<file path="src/rtl/prf_wb_arbiter_if.sv">
// Result-collection and PRF-write bundle for prf_wb_arbiter.
//   fu_valid/fu_prn/fu_data : per-unit result offer (master -> slave)
//   fu_ready                : per-unit FIFO space available (slave -> master)
//   wen/wprn/wdata          : registered PRF write / wakeup ports (slave -> master)
//   busy                    : results still buffered or being written
interface prf_wb_arbiter_if #(
  parameter int unsigned NUM_FU   = 6,
  parameter int unsigned W_PORTS  = 4,
  parameter int unsigned PRN_BITS = 6
);
  localparam int unsigned DATA_W = 64;

  logic [NUM_FU-1:0]                  fu_valid;
  logic [NUM_FU-1:0][PRN_BITS-1:0]    fu_prn;
  logic [NUM_FU-1:0][DATA_W-1:0]      fu_data;
  logic [NUM_FU-1:0]                  fu_ready;
  logic [W_PORTS-1:0]                 wen;
  logic [W_PORTS-1:0][PRN_BITS-1:0]   wprn;
  logic [W_PORTS-1:0][DATA_W-1:0]     wdata;
  logic                               busy;

  modport master (
    output fu_valid, fu_prn, fu_data,
    input  fu_ready, wen, wprn, wdata, busy
  );

  modport slave (
    input  fu_valid, fu_prn, fu_data,
    output fu_ready, wen, wprn, wdata, busy
  );
endinterface

</file>
<file path="src/rtl/prf_wb_arbiter.sv">
// Writeback arbiter: buffers completed results from NUM_FU units in per-unit
// skid FIFOs and drains them round-robin onto W_PORTS registered PRF write
// ports (which also serve as the wakeup broadcast).
//   clk   : clock, all state on rising edge
//   rst_n : asynchronous active-low reset
//   flush : synchronous squash of all buffered results
//   bus   : slave side of prf_wb_arbiter_if (unit results in, PRF writes out)
module prf_wb_arbiter #(
  parameter int unsigned NUM_FU     = 6,
  parameter int unsigned W_PORTS    = 4,
  parameter int unsigned FIFO_DEPTH = 2,
  parameter int unsigned PRN_BITS   = 6
) (
  input  logic            clk,
  input  logic            rst_n,
  input  logic            flush,
  prf_wb_arbiter_if.slave bus
);
  localparam int unsigned DATA_W = 64;
  localparam int unsigned RR_W   = (NUM_FU > 1) ? $clog2(NUM_FU) : 1;
  localparam int unsigned SCAN_W = RR_W + 1;
  localparam int unsigned PTR_W  = $clog2(FIFO_DEPTH);
  localparam int unsigned CNT_W  = PTR_W + 1;
  localparam int unsigned GNT_W  = $clog2(W_PORTS + 1);

  // FIFO state
  logic [NUM_FU-1:0][CNT_W-1:0] count;
  logic [NUM_FU-1:0][PTR_W-1:0] rd_ptr;
  logic [NUM_FU-1:0][PTR_W-1:0] wr_ptr;
  logic [PRN_BITS-1:0]          mem_prn  [NUM_FU][FIFO_DEPTH];
  logic [DATA_W-1:0]            mem_data [NUM_FU][FIFO_DEPTH];

  logic [NUM_FU-1:0]            ready;
  logic [NUM_FU-1:0]            nonempty;
  logic [NUM_FU-1:0]            push;
  logic [NUM_FU-1:0]            pop;
  logic [PRN_BITS-1:0]          head_prn  [NUM_FU];
  logic [DATA_W-1:0]            head_data [NUM_FU];

  // Arbitration state
  logic [RR_W-1:0]              rr_ptr;
  logic [RR_W-1:0]              rr_next;
  logic [RR_W-1:0]              last_src;
  logic                         any_grant;
  logic [GNT_W-1:0]             n_grant;
  logic [SCAN_W-1:0]            scan_sum;
  logic [RR_W-1:0]              scan_idx;
  logic [W_PORTS-1:0]           port_vld;
  logic [RR_W-1:0]              port_src [W_PORTS];

  // Output registers
  logic [W_PORTS-1:0]                wen_q;
  logic [W_PORTS-1:0][PRN_BITS-1:0]  wprn_q;
  logic [W_PORTS-1:0][DATA_W-1:0]    wdata_q;

  // Per-source status and heads; ready looks only at the registered count so
  // a full FIFO being popped this cycle still refuses the new entry.
  always_comb begin
    for (int unsigned i = 0; i < NUM_FU; i++) begin
      ready[i]     = count[i] < CNT_W'(FIFO_DEPTH);
      nonempty[i]  = count[i] != '0;
      push[i]      = bus.fu_valid[i] & ready[i] & ~flush;
      head_prn[i]  = mem_prn[i][rd_ptr[i]];
      head_data[i] = mem_data[i][rd_ptr[i]];
    end
  end

  // Round-robin scan from rr_ptr; the k-th non-empty source found drives port k.
  always_comb begin
    pop       = '0;
    port_vld  = '0;
    last_src  = rr_ptr;
    any_grant = 1'b0;
    n_grant   = '0;
    scan_sum  = '0;
    scan_idx  = '0;
    for (int unsigned k = 0; k < W_PORTS; k++) begin
      port_src[k] = '0;
    end
    for (int unsigned j = 0; j < NUM_FU; j++) begin
      // rr_ptr + j < 2*NUM_FU, so one conditional subtract gives the modulo
      scan_sum = SCAN_W'(rr_ptr) + SCAN_W'(j);
      if (scan_sum >= SCAN_W'(NUM_FU)) begin
        scan_sum = scan_sum - SCAN_W'(NUM_FU);
      end
      scan_idx = RR_W'(scan_sum);
      if (nonempty[scan_idx] && (n_grant < GNT_W'(W_PORTS))) begin
        pop[scan_idx] = 1'b1;
        for (int unsigned k = 0; k < W_PORTS; k++) begin
          if (n_grant == GNT_W'(k)) begin
            port_vld[k] = 1'b1;
            port_src[k] = scan_idx;
          end
        end
        n_grant   = n_grant + GNT_W'(1);
        last_src  = scan_idx;
        any_grant = 1'b1;
      end
    end
  end

  assign rr_next = (last_src == RR_W'(NUM_FU - 1)) ? '0 : last_src + RR_W'(1);

  // Round-robin pointer: resumes after the last granted source
  always_ff @(posedge clk or negedge rst_n) begin
    if (!rst_n) begin
      rr_ptr <= '0;
    end else if (!flush && any_grant) begin
      rr_ptr <= rr_next;
    end
  end

  // FIFO pointers and occupancy; flush empties every FIFO
  always_ff @(posedge clk or negedge rst_n) begin
    if (!rst_n) begin
      count  <= '0;
      rd_ptr <= '0;
      wr_ptr <= '0;
    end else if (flush) begin
      count  <= '0;
      rd_ptr <= '0;
      wr_ptr <= '0;
    end else begin
      for (int unsigned i = 0; i < NUM_FU; i++) begin
        if (push[i]) wr_ptr[i] <= wr_ptr[i] + PTR_W'(1);
        if (pop[i])  rd_ptr[i] <= rd_ptr[i] + PTR_W'(1);
        count[i] <= count[i] + CNT_W'(push[i]) - CNT_W'(pop[i]);
      end
    end
  end

  // FIFO storage, no reset needed: occupancy gates every read
  always_ff @(posedge clk) begin
    for (int unsigned i = 0; i < NUM_FU; i++) begin
      if (push[i]) begin
        mem_prn[i][wr_ptr[i]]  <= bus.fu_prn[i];
        mem_data[i][wr_ptr[i]] <= bus.fu_data[i];
      end
    end
  end

  // Write ports: wen pulses one cycle per granted entry, PRN/data hold otherwise
  always_ff @(posedge clk or negedge rst_n) begin
    if (!rst_n) begin
      wen_q   <= '0;
      wprn_q  <= '0;
      wdata_q <= '0;
    end else if (flush) begin
      wen_q <= '0;
    end else begin
      wen_q <= port_vld;
      for (int unsigned k = 0; k < W_PORTS; k++) begin
        if (port_vld[k]) begin
          wprn_q[k]  <= head_prn[port_src[k]];
          wdata_q[k] <= head_data[port_src[k]];
        end
      end
    end
  end

  assign bus.fu_ready = ready;
  assign bus.wen      = wen_q;
  assign bus.wprn     = wprn_q;
  assign bus.wdata    = wdata_q;
  assign bus.busy     = (|nonempty) | (|wen_q);

endmodule

</file>
<file path="src/flat_wrapper.sv">
// flat-port wrapper written by rule: the top's interface ports become plain ports
module prf_wb_arbiter_flat 
#(
  parameter int unsigned NUM_FU     = 6,
  parameter int unsigned W_PORTS    = 4,
  parameter int unsigned FIFO_DEPTH = 2,
  parameter int unsigned PRN_BITS   = 6
)
  (clk, rst_n, flush, bus_fu_valid, bus_fu_prn, bus_fu_data, bus_fu_ready, bus_wen, bus_wprn, bus_wdata, bus_busy);
  prf_wb_arbiter_if #(.NUM_FU(NUM_FU), .W_PORTS(W_PORTS), .PRN_BITS(PRN_BITS)) bus_i ();
  input  logic clk;
  input  logic rst_n;
  input  logic flush;
  input wire logic [$bits(bus_i.fu_valid)-1:0] bus_fu_valid;
  input wire logic [$bits(bus_i.fu_prn)-1:0] bus_fu_prn;
  input wire logic [$bits(bus_i.fu_data)-1:0] bus_fu_data;
  output wire logic [$bits(bus_i.fu_ready)-1:0] bus_fu_ready;
  output wire logic [$bits(bus_i.wen)-1:0] bus_wen;
  output wire logic [$bits(bus_i.wprn)-1:0] bus_wprn;
  output wire logic [$bits(bus_i.wdata)-1:0] bus_wdata;
  output wire logic [$bits(bus_i.busy)-1:0] bus_busy;
  assign bus_i.fu_valid = bus_fu_valid;
  assign bus_i.fu_prn = bus_fu_prn;
  assign bus_i.fu_data = bus_fu_data;
  assign bus_fu_ready = bus_i.fu_ready;
  assign bus_wen = bus_i.wen;
  assign bus_wprn = bus_i.wprn;
  assign bus_wdata = bus_i.wdata;
  assign bus_busy = bus_i.busy;
  prf_wb_arbiter #(.NUM_FU(NUM_FU), .W_PORTS(W_PORTS), .FIFO_DEPTH(FIFO_DEPTH), .PRN_BITS(PRN_BITS)) u_core (.clk(clk), .rst_n(rst_n), .flush(flush), .bus(bus_i));
endmodule
</file>
<file path="config.mk">
export PLATFORM = sky130hd
export DESIGN_NAME = prf_wb_arbiter_flat
export DESIGN_NICKNAME = d
export VERILOG_FILES = /design/src/rtl/prf_wb_arbiter_if.sv /design/src/rtl/prf_wb_arbiter.sv /design/src/flat_wrapper.sv
export SDC_FILE = /design/constraint.sdc
export NUM_CORES = 2
export LEC_CHECK = 0
export CAP_MARGIN = 20
export CORE_UTILIZATION = 51
export DETAILED_ROUTE_END_ITERATION = 8
export PLACE_DENSITY = 0.78
export SYNTH_ARGS = -nofsm -noshare
export SYNTH_HDL_FRONTEND = slang
export SYNTH_SLANG_ARGS = --single-unit
</file>
<file path="constraint.sdc">
create_clock -name clk -period 6.8 [get_ports clk]
set_input_delay 2.04 -clock clk [delete_from_list [all_inputs] [get_ports clk]]
set_output_delay 2.04 -clock clk [all_outputs]
set_load 0.01 [all_outputs]
</file>
==> flow_summary.toml <==
[logic_synthesis]
synth_area_um2 = 56000
synth.most_common_cell = "mux2i_1"
syn-num-nets = 4721
ys_top_cells_by_area = "edfxtp_1 (45%), mux2i_1 (17%), dfrtp_1 (14%)"
yosysTopAreaCell = "edfxtp_1"
synth_commonest_cells = "mux2i_1 (924), edfxtp_1 (840), dfrtp_1 (311)"
ys_types = 91
ys_seq_area_share_pct = 59.0
synth_cells = 4258
ys_seq_elements = 1151
postSynth.asyncResetShare_pct = 27.0
yosysWarnings = 0
synth_top_flop_cell = "edfxtp_1"
synth_edf_count = 840
yosysTopAreaCellShare_pct = 45.1
postSynthAreaPerCell_um2 = 13.1

[sta]
fin_tns_setup_ps = 0
layout_setup_ws_ps = 261
fin_crit_sh_pct = 96.2
finalMaxSlewViolations = 0
finalHoldViolations = 0
setup_viol = 0
worstMarginPinSlew_ps = 1120
rsz0062_at_grt = "no"
slew_headroom_pct = 24.9
skew_ps = 41.8
fmax_mhz = 153
fin_crit_ps = 6540

[global_route]
grt_pass1_wl_um = 315000
grt_usage_pct = 39.4
grt_max_degree = 101
grt_antenna_before_repair = 34
overflow = 0
first_global_vias = 44600

[floorplanning]
initial_core_util_pct = 51.4
die_h_um = 333
die-area_um2 = 111000
dieWidth_um = 333
ioPinCount = 720
rows = 121
core-area_um2 = 109000

[finish]
drive_above_1_share_pct = 9.31
areaGrowthSynthToFinish_pct = 24.6
finalNonFillerCells = 6448
final_nets = 5373
regArea_um2 = 33000
n_fill_cell = 7985
multi_input_area_um2 = 21500

[clock_network]
cts_sinks = 1151
tritoncts = "yes"
htreeDepth = 3
clock_path_buffers = 3
cts_hold_buffers = 0
ctsResizeCount = 0
worst_skew_pair.late_latency_ps = 750
path_clk_slew_ps = 60
cts_inserted_buffers = 117
clockRootBuffer = "clkbuf_16"
post-cts-setup-buffer-count = 0

[detailed_routing]
wl_per_cell_um = 34.7
finalWirelength_um = 224000
ant_nets = 0
viasPerCell = 6.93
via_count = 44700
drtIter0Drc = 6825
drt_pre_antenna_iters = 9
route.detailed.drc = 0

[job]
max_cap_viol_count = 0

[worst_setup_path]
cp_num_buf_inv = 3
cp_max_fo = 51
worstPathRequired_ps = 7440
worstSetupEndpointType = "flip-flop"
crit_type = "reg2reg"
crit_family = "compound AO/OA/AOI/OAI gates"
cpPeakStageDelay_ps = 640
cp_cell_sequence = "ha_1 -> a21oi_1 -> mux2_1 -> a22o_1 -> nor2_2 -> inv_2 -> ha_1 -> inv_1 -> a21oi_1 -> or2_2 -> ha_1 -> nand3_1 -> nand2_1 -> ha_1 -> or4_1 -> a21oi_1 -> a21o_1 -> a21oi_1 -> a2111oi_4 -> buf_12 -> a32oi_1 -> o21ai_1"
arrival_ps = 7180
slowest_stage = "dfrtp_1"
critPathLaunchType = "flip-flop"

[placed_design]
dpl_worst_slack_ps = 340
port_buffers = 719
place_congestion = 0.944
dp.cells = 6205
dp_hpwl_um = 147000

[status]
status = "completed"

[min_path]
hold_path_class = "reg2reg"
area by class of cell:
class | instances | share of cell area, %
flip-flops and latches | 1151 | 47.3
diodes | 19 | 0.0681
well taps | 1414 | 2.54
clock buffers | 150 | 4.55
inverters | 40 | 0.217
clock inverters | 74 | 1.15
repair buffers | 882 | 13.3
multi-input cells | 2718 | 30.9
metal layers:
metal	share of wire [%]	global-route usage (%)	routed length (um)	vias to the layer above
li1	-	-	-	18100
met1	36	49.7	80400	21900
met2	45	60.1	100000	3783
met3	12	10.9	27800	927
met4	7.0	25.1	15600	32
met5	0.093	0	208	-
flip-flops by register name, indices dropped and copies added, names as in the netlist:
signal,count
u_core.bus.wdata,256
u_core.rr_ptr,3
u_core.bus.wprn,24
u_core.count,12
u_core.rd_ptr,6
u_core.mem_prn,72
u_core.wr_ptr,6
u_core.bus.wen,4
u_core.mem_data,768
placed cells by master, fill, tap and decap left out, types with 8 or more instances in the layout:
cell type,Yosys,routed
nor2b_1,25,18
nand4_1,8,8
o21ai_0,149,149
o32ai_1,71,71
nand2_1,232,231
clkbuf_1,229,23
bufinv_16,0,15
mux2i_1,924,923
xnor2_1,26,26
mux2_2,44,44
a21o_1,9,9
nand3_1,237,235
dfrtp_1,311,305
clkinv_1,0,26
clkbuf_8,0,8
a22oi_1,72,72
nor2_1,53,50
buf_4,10,94
diode_2,0,19
buf_12,0,68
a221o_1,72,72
clkbuf_16,0,119
o22ai_1,74,73
a32oi_1,74,73
clkinv_2,1,22
o21ai_1,73,72
mux2_1,102,102
edfxtp_1,840,840
o211ai_1,9,9
a21oi_1,92,92
nor3_1,157,156
clkdlybuf4s50_1,0,718
ha_1,34,34
a222oi_1,69,69
inv_1,35,35
kinds of logic after synthesis:
family | share of synthesized area, %
flip-flops | 59.0
adder cells (fa/ha/maj) | 0.760
AND/OR/NAND/NOR | 6.55
buffers and inverters | 3.14
XOR/XNOR | 0.483
multiplexers | 19.5
AO/OA/AOI/OAI | 10.6
worst register-to-register path: stages, from the launching register on:
cell       delay, ps
dfrtp_1          640
ha_1             530
a21oi_1          130
mux2_1           340
a22o_1           260
nor2_2           220
inv_2             60
ha_1             340
inv_1            130
a21oi_1           70
or2_2            350
ha_1             290
nand3_1          140
nand2_1          220
ha_1             270
or4_1            550
a21oi_1          220
a21o_1           300
a21oi_1          190
a2111oi_4        460
buf_12           410
a32oi_1          210
o21ai_1          120
stage by stage:
step	util (%)	area [um^2]	hold WS, ps
global placement	60.4	65800	479
global route	64.1	69800	525
finish	64.1	69800	499
floorplan	-	56000	524
CTS	64.1	69700	501
detailed placement	60.4	65800	488
worst paths after layout:
kind                                                  start                           endpoint  slack (ps)  depth (start not counted)
max                            u_core.rr_ptr[2]$_DFFE_PN0P_   u_core.bus.wdata[18]$_DFFE_PN0P_         260                         22
min                        u_core.bus.wdata[39]$_DFFE_PN0P_   u_core.bus.wdata[39]$_DFFE_PN0P_         500                          2
max reg2reg                    u_core.rr_ptr[2]$_DFFE_PN0P_   u_core.bus.wdata[18]$_DFFE_PN0P_         260                         22
min reg2reg                u_core.bus.wdata[39]$_DFFE_PN0P_   u_core.bus.wdata[39]$_DFFE_PN0P_         500                          2
max in group asynchronous                             rst_n  u_core.bus.wdata[146]$_DFFE_PN0P_        4100                          2
min in group asynchronous                             rst_n       u_core.wr_ptr[5]$_DFFE_PN0P_        1390                          1
Power is not shown: default switching activity piles up to over one toggle a cycle in this logic, so the estimate is an artifact.
